===== src/rtl/led_sequencer.sv =====
// LED pattern generator: a prescaler (or single-step presses while paused)
// advances the LED bank through binary count, walking one, bounce or blink.
module led_sequencer #(
  parameter int CLK_DIV = 100000000,
  parameter int LED_W   = 4
) (
  input  logic             clock,
  input  logic             n_reset,
  input  logic [1:0]       mode,
  input  logic             run,
  input  logic             dir,
  input  logic             step,
  output logic [LED_W-1:0] led,
  output logic             tick
);

  localparam int CNT_W = (CLK_DIV > 1) ? $clog2(CLK_DIV) : 1;
  localparam logic [CNT_W-1:0] CNT_MAX = CNT_W'(CLK_DIV - 1);
  localparam logic [LED_W-1:0] LED_ONE = LED_W'(1);

  localparam logic [1:0] MODE_BINARY = 2'd0;
  localparam logic [1:0] MODE_WALK   = 2'd1;
  localparam logic [1:0] MODE_BOUNCE = 2'd2;
  localparam logic [1:0] MODE_BLINK  = 2'd3;

  // Bounce travel direction is the only piece of pattern state beyond led.
  typedef enum logic {
    BDIR_LEFT  = 1'b0,
    BDIR_RIGHT = 1'b1
  } bdir_t;

  logic [CNT_W-1:0] cnt, cnt_next;
  logic [1:0]       mode_q;
  logic             step_q;
  bdir_t            bdir, bdir_next;
  logic [LED_W-1:0] led_next;
  logic             tick_next;

  logic mode_chg;
  logic auto_adv;
  logic step_adv;
  logic adv;

  // Value the LED bank starts from when a mode is entered.
  function automatic logic [LED_W-1:0] mode_init(input logic [1:0] m);
    logic [LED_W-1:0] v;
    case (m)
      MODE_WALK, MODE_BOUNCE: v = LED_ONE;
      default:                v = '0;
    endcase
    return v;
  endfunction

  // Up/down binary count; natural width overflow gives the wrap.
  function automatic logic [LED_W-1:0] next_binary(input logic [LED_W-1:0] v,
                                                   input logic d);
    return d ? (v - LED_ONE) : (v + LED_ONE);
  endfunction

  // Rotate a walking pattern; an empty bank restarts at bit 0.
  function automatic logic [LED_W-1:0] next_walk(input logic [LED_W-1:0] v,
                                                 input logic d);
    logic [LED_W-1:0] r;
    if (v == '0)
      r = LED_ONE;
    else if (d)
      r = {v[0], v[LED_W-1:1]};
    else
      r = {v[LED_W-2:0], v[LED_W-1]};
    return r;
  endfunction

  assign mode_chg = (mode != mode_q);
  assign auto_adv = run & (cnt == CNT_MAX);
  assign step_adv = step & ~step_q & ~run;
  assign adv      = auto_adv | step_adv;

  // Next-state logic: mode change beats any coincident advance.
  always_comb begin
    led_next  = led;
    bdir_next = bdir;
    tick_next = 1'b0;

    if (!run || mode_chg || (cnt == CNT_MAX))
      cnt_next = '0;
    else
      cnt_next = cnt + CNT_W'(1);

    if (mode_chg) begin
      led_next  = mode_init(mode);
      bdir_next = BDIR_LEFT;
    end else if (adv) begin
      tick_next = 1'b1;
      case (mode_q)
        MODE_BINARY: led_next = next_binary(led, dir);
        MODE_WALK:   led_next = next_walk(led, dir);
        MODE_BOUNCE: begin
          if (!$onehot(led)) begin
            led_next  = LED_ONE;
            bdir_next = BDIR_LEFT;
          end else if (bdir == BDIR_LEFT) begin
            if (led[LED_W-1]) begin
              led_next  = led >> 1;
              bdir_next = BDIR_RIGHT;
            end else begin
              led_next  = led << 1;
            end
          end else begin
            if (led[0]) begin
              led_next  = led << 1;
              bdir_next = BDIR_LEFT;
            end else begin
              led_next  = led >> 1;
            end
          end
        end
        MODE_BLINK:  led_next = ~led;
        default:     led_next = led;
      endcase
    end
  end

  // State registers; everything clears asynchronously on n_reset.
  always_ff @(posedge clock or negedge n_reset) begin
    if (!n_reset) begin
      cnt    <= '0;
      mode_q <= MODE_BINARY;
      step_q <= 1'b0;
      bdir   <= BDIR_LEFT;
      led    <= '0;
      tick   <= 1'b0;
    end else begin
      cnt    <= cnt_next;
      mode_q <= mode;
      step_q <= step;
      bdir   <= bdir_next;
      led    <= led_next;
      tick   <= tick_next;
    end
  end

endmodule


===== config.mk =====
export PLATFORM = sky130hd
export DESIGN_NAME = led_sequencer
export DESIGN_NICKNAME = d
export VERILOG_FILES = /design/src/rtl/led_sequencer.sv
export SDC_FILE = /design/constraint.sdc
export NUM_CORES = 1
export LEC_CHECK = 0
export CAP_MARGIN = 10
export CORE_UTILIZATION = 53
export DETAILED_ROUTE_END_ITERATION = 10
export GPL_ROUTABILITY_DRIVEN = 0
export PLACE_DENSITY = 0.75
export SYNTH_ARGS = -nofsm -noshare
export SYNTH_HDL_FRONTEND = slang
export SYNTH_SLANG_ARGS = --single-unit
export TNS_END_PERCENT = 10

===== constraint.sdc =====
create_clock -name clock -period 2.67 [get_ports clock]
set_input_delay 0.4005 -clock clock [delete_from_list [all_inputs] [get_ports clock]]
set_output_delay 0.4005 -clock clock [all_outputs]
set_load 0.01 [all_outputs]

# After elaboration in Yosys (flattened, before gate mapping)
# Cells that the tools add are included.
# op_classes
n_reduce_logical,9
n_addsub,6
bitwise,7
mux,21
eq_ne,8
# ops
cell,count
$mux W4,9
$add A27 B1 Y27 const B,1
$eq A27 B27 Y1 const B,1
$mux W27,1
$pmux W4 S4,1
$mux W1,10
$eq A2 B2 Y1 const B,3
$add A1 B1 Y2,2
$add A4 B1 Y4 const B,1
$eq A2 B1 Y1 const B,2
$logic_not A4 Y1,1
$not A4 Y4,1
$reduce_bool A2 Y1,2
$sub A4 B1 Y4 const B,1
$add A2 B2 Y3,1
$and A1 B1 Y1,3
$eq A3 B1 Y1 const B,1
$logic_not A2 Y1,1
$logic_or A1 B1 Y1,2
$ne A2 B2 Y1,1
$not A1 Y1,2
$reduce_and A2 Y1,1
$reduce_or A2 Y1,1
$logic_not A1 Y1,1
$or A1 B1 Y1,1
# totals
register_bits,36
elab_cells,57
out_inout_bits,5

# Logic depth before layout (Yosys ltp)
# Gate-level depths: netlist of run 1.
# logic_depth
depth_word,7
ltp_mapped,11
ltp_nobuf,10

# Least setup slack after synthesis of run 1
# No wires, ideal clock.
# synth_timing
kind,register -> register
start,register led[3]
end,register led[2]
arrival_ps,2546
stages_incl_launch_ff,12
slack_ps,41
n_path_buf,1
synth_period_minus_slack_ps,2629
setup_time_ps,82
required_ps,2588
cell_sequence,dfrtp_1 > clkbuf_1 > inv_2 > fa_1 > inv_1 > ha_1 > ha_1 > nor3b_1 > nand2_1 > a311oi_1 > o22ai_1 > o22ai_1
# synth_via
elab_chain_len,7
# synth_lines
element,line,text
from (decl),13,"output logic [LED_W-1:0] led,"
from (signal assigned),137,led <= led_next;
$add A1 B1 Y2 (not written as such),98,if (!$onehot(led)) begin
$add A2 B2 Y3 (not written as such),98,
$eq A3 B1 Y1,98,
$mux W4,98,
$pmux W4 S4 (*),94,case (mode_q)
$mux W4 (*),92,end else if (adv) begin
$mux W4 (*),89,if (mode_chg) begin
# Every way passes the cells marked *; elsewhere a longest branch is shown, timed or not. The select of a mux whose other input is x is not followed.
# A chain may end at the register's enable or synchronous reset.

# Worst setup path in the final report of run 1
# layout_timing
start,register led[0]
end,register led[2]
# The elaborated chain is that of the path after synthesis.

==> run metrics, run 1 <==
initial standard-cell utilization of the core=0.568; number of DRC markers in iteration 0=110; Max-Cap Viols=0; final worst path period need=2.45 ns; average wire per cell in the routed design=13.8 um; pins over their slew limit=0; cell family with most CP delay=adder cells; buffers inserted during post-CTS setup optimization=0; type of the worst min-delay path=input port to asynchronous set/reset pin; Initial DRT Pass Iterations=4; post-detailed-route count of antenna-violating nets=0; Slowest cell on crit path=fa_1; die outline width=65.6 um; Synth Flop Type=dfrtp_1; Area growth, synth to finish=14.4%; Worst EP arrival=2.66 ns; Max-slew headroom=0.477; IO buf count=11; cell types with the largest area share after synthesis=dfrtp_1, xor2_1, nor2_1; vias after detailed routing=1654; instance area after placement=2340 um^2; required time of the worst setup path=2.88 ns; mean cell area of the mapped netlist=9.56 um^2; Final Skew=0.00438 ns; RSZ-0062 raised after global routing=no; clock tree root driver cell=clkbuf_8; flops & latches, synth=36; placed cell count=287; result of the run=finished clean; number of distinct library cell variants in the gate-level netlist after synthesis=42; clock transition time at the flip-flop clock pins of the worst setup and hold paths=0.07 ns; Crit Path Max Fanout=3; All-Layer GR Usage=0.220; Final HPWL DP=2860 um; Critical Setup Path Class=flop to flop; VDD IR max=0.365 mV; cell leakage power=1.02 nW; post-route worst setup slack=0.224 ns; fraction of layout cells with a size suffix above 1=0.117; number of buffer and inverter stages on the critical path=2; library cell occupying the most area in the post-synthesis netlist=dfrtp_1; count of final setup violators=0; post-cts gate resize count=0; total power=1.18 mW; ANT cells=0; delay of the slowest cell on the worst path=0.53 ns; vertical die dimension=65.6 um; GR Overflow Total=0; crit path capture type=flop; area of the die=4300 um^2; transition time at the pin with the least slew margin=0.785 ns; fraction of synthesized cell area taken by the top area cell type=0.421; netlist area before placement=2140 um^2; Post-synth EDFFs=0; number of buffers created by CTS=5; Final nets=262; Warnings, synthesis=0; category of the worst setup path launch point=flop; Synthesized Nets=240; crit share post-route=0.916; maximum number of pins on one net before global-route repair=37; DRC violation count after routing=0; Bufs on Longest Clock Path=2; antenna violations before repair=0; worst slack, placed=0.216 ns; total power density per cell area=482 nW/um^2; via count of the first global-routing pass=1582; clock sinks=36; final standard cell count with taps included and fillers excluded=295; aggregate routed wire length=4060 um; sequential fraction of the synthesis area=0.421; worst hold slack=0.185 ns; number of H-tree branching levels=2; CORE AREA=3770 um^2; insertion delay of the later-clocked pin in the worst-skew pair=0.29 ns; fraction of synthesis flops using an asynchronous set or reset pin=1.00; total count of hold-check failures in the final report=0; global-route wire length before repair=7110 um; chain of cells forming the critical path=inv_1 > fa_1 > inv_1 > ha_1 > ha_1 > nor3b_2 > nand2_1 > a311oi_1 > o22ai_1 > o22ai_1; Final Instance Area=2450 um^2; site row count=22; highest attainable clock frequency=0.409 GHz; Hold Buf Count CTS=0; Final Util=0.649; Setup TNS=0 ns; clock tree from TritonCTS=done; IO Pins=12; DR vias/cell=5.61; synthesized netlist cell count=224
==> worst register-to-register path: cells and delay by family (launching register included) <==
kind / cells / cell delay, ns
compound gates: 3 / 0.59
fa+ha+maj: 3 / 0.98
buf+inv: 2 / 0.11
flops: 1 / 0.35
simple gates: 2 / 0.33
==> placed cells by master, fill, tap and decap left out, types with 2 or more instances in the layout <==
| master | n |
|---|---|
| a21o_1 | 2 |
| nor3_2 | 2 |
| nand4bb_1 | 2 |
| a21oi_1 | 7 |
| and3_1 | 7 |
| o22ai_1 | 7 |
| nand4_1 | 7 |
| or3_1 | 2 |
| nor3_1 | 2 |
| nand2b_1 | 3 |
| nand3_1 | 12 |
| o21ai_0 | 4 |
| xnor2_1 | 11 |
| buf_4 | 8 |
| fa_1 | 2 |
| clkbuf_8 | 5 |
| dfrtp_1 | 36 |
| nor2_1 | 35 |
| ha_1 | 7 |
| clkdlybuf4s50_1 | 10 |
| xor2_1 | 18 |
| nor2b_1 | 2 |
| mux2i_1 | 3 |
| o221ai_1 | 2 |
| nand3_2 | 2 |
| nand2_2 | 2 |
| inv_1 | 7 |
| nand2_1 | 20 |
==> final timing paths <==
path | start | end | slack, ns | cells past startpoint
max in group asynchronous | n_reset | cnt[2] | 1.99 | 1
worst max-delay path | led[0] | led[2] | 0.22 | 10
worst max register to register | led[0] | led[2] | 0.22 | 10
worst min-delay path | n_reset | cnt[26] | 0.19 | 1
min in group clock | cnt[0] | cnt[0] | 0.49 | 1
worst min register to register | cnt[0] | cnt[0] | 0.49 | 1
==> cell type report <==
type                       count  area [um^2]
clock inverter                 2         35.0
clock buffer                   6         72.6
tap                           48         60.1
multi-input combinational    176         1180
timing repair buffer          19          165
fill                         306         1320
inverter                       8         30.0
sequential                    36          901
==> flip-flops by register name, summed over array words and instances (netlist names) <==
register  count
mode_q        2
cnt          27
bdir          1
tick          1
step_q        1
led           4
==> cells in the mapped netlist (3+ instances only) <==
cell type	number
o22ai_1	7
inv_1	7
o21ai_0	4
nor2_1	35
nand3_1	12
nand2_1	20
nand4_1	7
xnor2_1	11
a21oi_1	7
mux2i_1	3
and3_1	7
ha_1	7
nand2b_1	3
xor2_1	18
dfrtp_1	36
==> kinds of logic (layout without fill, tap and decap cells) <==
kind of cell | count (synthesis) | after routing | synth area share
and+or+nand+nor | 107 | 107 | 0.271
xor gates and xnor gates | 29 | 29 | 0.119
DFF | 36 | 36 | 0.421
AOI/OAI and AO/OA | 28 | 28 | 0.0877
buffers and inverters | 12 | 35 | 0.0281
muxes | 3 | 3 | 0.0140
adders and majority gates | 9 | 9 | 0.0596
==> power by group <==
part	internal, mW	total [mW]	leakage [nW]	switching, mW
clock	0.277	0.468	0.0552	0.191
combinational	0.0669	0.154	0.474	0.0867
sequential	0.553	0.559	0.493	0.00630
==> routing by layer <==
metal / global-route usage / up-vias / share of wire
met5: 0 / - / 0
met4: 0.0897 / 0 / 0.018
met3: 0.0469 / 8 / 0.029
met2: 0.339 / 22 / 0.46
met1: 0.300 / 805 / 0.49
li1: - / 819 / -
Note: power is estimated with default switching activity, not from simulation.
==> inputs of run 2 (changes only) <==
- CAP_MARGIN: 10 -> 0
- CELL_PAD_IN_SITES_DETAIL_PLACEMENT: not set -> 0
- CELL_PAD_IN_SITES_GLOBAL_PLACEMENT: not set -> 1
- CORE_UTILIZATION: 53 -> 42
- PLACE_DENSITY: 0.75 -> not set
- PLACE_DENSITY_LB_ADDON: not set -> 0.1
- SETUP_SLACK_MARGIN: not set -> 0.1
==> run 2 against run 1 <==
  * Critical path depth is 1 higher
  * Global-route usage decreased by 2.4 points
  * Count of clock-buffer cells in the layout unchanged
  * Critical endpoint is now led[0]
  * Setup slack better by 0.011 ns
  * Clock power barely moved
==> run metrics, run 2 (same netlist as run 1, synthesis figures left out) <==
transition time at the pin with the least slew margin=0.649 ns (-0.136 ns); number of buffers created by CTS=5 (unchanged); commonest cells after routing, fill and taps aside=nor2_1, dfrtp_1, nand2_1, xor2_1, nand3_1; Initial DRT Pass Iterations=4 (unchanged); worst reg2reg path depth=11 (+1); pins over their slew limit=0 (unchanged); final worst path period need=2.43 ns (-0.0108 ns); Setup TNS=0 ns (unchanged); clock tree from TritonCTS=done; GR peak layer=met2; ANT cells=0 (unchanged); reg2reg start=led[0]; Critical R2R Capture=led[0]; number of DRC markers in iteration 0=135 (+23%); required time of the worst setup path=2.83 ns (-0.05 ns); die outline width=73.4 um (+12%); delay of the slowest cell on the worst path=0.53 ns (about the same); post-detailed-route count of antenna-violating nets=0 (unchanged); fraction of layout cells with a size suffix above 1=0.125 (+0.00759); maximum number of pins on one net before global-route repair=37 (unchanged); Max-slew headroom=0.565 (+0.0885); area of the die=5390 um^2 (+25%); All-Layer GR Usage=0.197 (-0.0235); GR Overflow Total=0 (unchanged); DRC violation count after routing=0 (unchanged); worst setup path startpoint=led[0]; R2R setup slack=0.24 ns (about the same); Final nets=263 (+0.38%); IO buf count=11 (unchanged); aggregate routed wire length=4620 um (+14%); Area growth, synth to finish=16.4%; max reg flops=27 (unchanged); Final Skew=0.0114 ns (+0.00704 ns); Max-Cap Viols=0 (unchanged); clock tree root driver cell=clkbuf_8; cell family with most CP delay=adder cells; Slowest cell on crit path=fa_1; global-route track usage on met3=0.0398 (-0.00709); VDD IR max=0.403 mV (+10%); crit share post-route=0.912 (-0.00405); result of the run=finished clean; cell leakage power=1.03 nW (+0.40%); total power density per cell area=477 nW/um^2 (-1.1%); Crit Path Max Fanout=2 (-1); via count of the first global-routing pass=1700 (+7.5%); IO Pins=12 (unchanged); GR Layer Usage met2=0.311 (-0.0282); Reg with most FFs=cnt; average wire per cell in the routed design=14.7 um (+6.5%); site row count=25 (+14%); DR vias/cell=5.35 (-4.7%); CORE AREA=4820 um^2 (+28%); instance count on the critical path=11 (+1); total count of hold-check failures in the final report=0 (unchanged); vias after detailed routing=1684 (+1.8%); number of buffer and inverter stages on the critical path=3 (+1); vertical die dimension=73.4 um (+12%); insertion delay of the later-clocked pin in the worst-skew pair=0.29 ns (about the same); clock transition time at the flip-flop clock pins of the worst setup and hold paths=0.07 ns (about the same); Bufs on Longest Clock Path=2 (unchanged); crit path capture type=flop; highest attainable clock frequency=0.411 GHz (+0.44%); RSZ-0062 raised after global routing=yes; category of the worst setup path launch point=flop; type of the worst min-delay path=flop to flop; FILL cells=464 (+52%); Critical Setup Path Class=flop to flop; clock sinks=36 (unchanged); count of final setup violators=0 (unchanged); Worst EP arrival=2.59 ns (-0.07 ns); number of H-tree branching levels=2 (unchanged); largest registers=cnt x27, led x4, mode_q x2; initial standard-cell utilization of the core=0.444 (-0.123); worst setup path endpoint=led[0]; antenna violations before repair=0 (unchanged); global-route wire length before repair=8080 um (+14%); total power=1.19 mW (+0.62%); met1 Resource Use GR=0.274 (-0.0263); chain of cells forming the critical path=inv_1 > fa_1 > inv_1 > ha_1 > ha_1 > nor3b_2 > buf_4 > o311ai_0 > nand2_1 > and3_1 > a21oi_1; Final HPWL DP=3320 um (+16%)
-- run 2: cell types whose count changed in the layout (fill, tap and decap cells not counted) --
cell,before,now
a311oi_1,1,0
a311oi_2,0,1
buf_2,1,0
buf_4,8,9
clkdlybuf4s50_1,10,11
dfrtp_1,36,35
dfrtp_2,0,1
-- run 2: cell type report --
type / count / area (um^2) / area share
multi-input cells: 176 / 1190 / 0.478
flip-flops and latches: 36 / 902 / 0.362
repair buffers: 20 / 178 / 0.0713
well taps: 67 / 83.8 / 0.0336
clock buffers: 6 / 72.6 / 0.0291
clock inverters: 2 / 35.0 / 0.0141
inverters: 8 / 30.0 / 0.0120
-- run 2: layer usage --
layer,vias up,share of wire,wire length (um)
met5,-,0,0
li1,824,-,-
met1,829,0.49,2260
met4,0,0.0030,14
met3,2,0.040,187
met2,29,0.47,2160
-- run 2: worst min path at each step --
stage                        end  depth (start not counted)     from
final                     cnt[0]                          1   cnt[0]
after floorplan             bdir                          0  n_reset
after global placement    cnt[0]                          1   cnt[0]
after detailed placement  cnt[0]                          1   cnt[0]
after global routing      cnt[0]                          1   cnt[0]
after CTS                 cnt[0]                          1   cnt[0]
-- run 2: repair_timing --
item	in CTS	in global routing
setup buffers	0	1
setup endpoints to repair	1	2
resized for setup	1	1
hold buffers	0	0
hold endpoints to repair	0	0
pin swaps	0	2
-- run 2: power breakdown --
group	internal (mW)	total, mW	switching (mW)
registers	0.553	0.560	0.00716
clock network	0.277	0.469	0.192
logic	0.0688	0.159	0.0898
-- run 2: stage by stage --
step	setup slack (ns)	cell area, um^2	instances	hold slack, ns	util
after global placement	0.228	2370	306	0.472	0.491
final	0.235	2490	315	0.490	0.517
after detailed placement	0.0743	2370	306	0.482	0.491
after CTS	0.157	2480	314	0.493	0.515
after global routing	0.0965	2490	315	0.521	0.517
after floorplan	0.100	2140	224	0.105	-
-- run 2: worst register-to-register path, delay by kind of cell (launching register included) --
family	cells	cell delay (ns)
DFF	1	0.37
AOI/OAI and AO/OA	2	0.22
buffers and inverters	3	0.26
adders and majority gates	3	0.98
and+or+nand+nor	3	0.49
==> inputs of run 3 (changes only) <==
- ABC_CLOCK_PERIOD_IN_PS: not set -> 2670
- GPL_ROUTABILITY_DRIVEN: 0 -> not set
- SLEW_MARGIN: not set -> 30
==> results of run 3 <==
The final DEF is identical to that of run 2; final timing and power are the same.
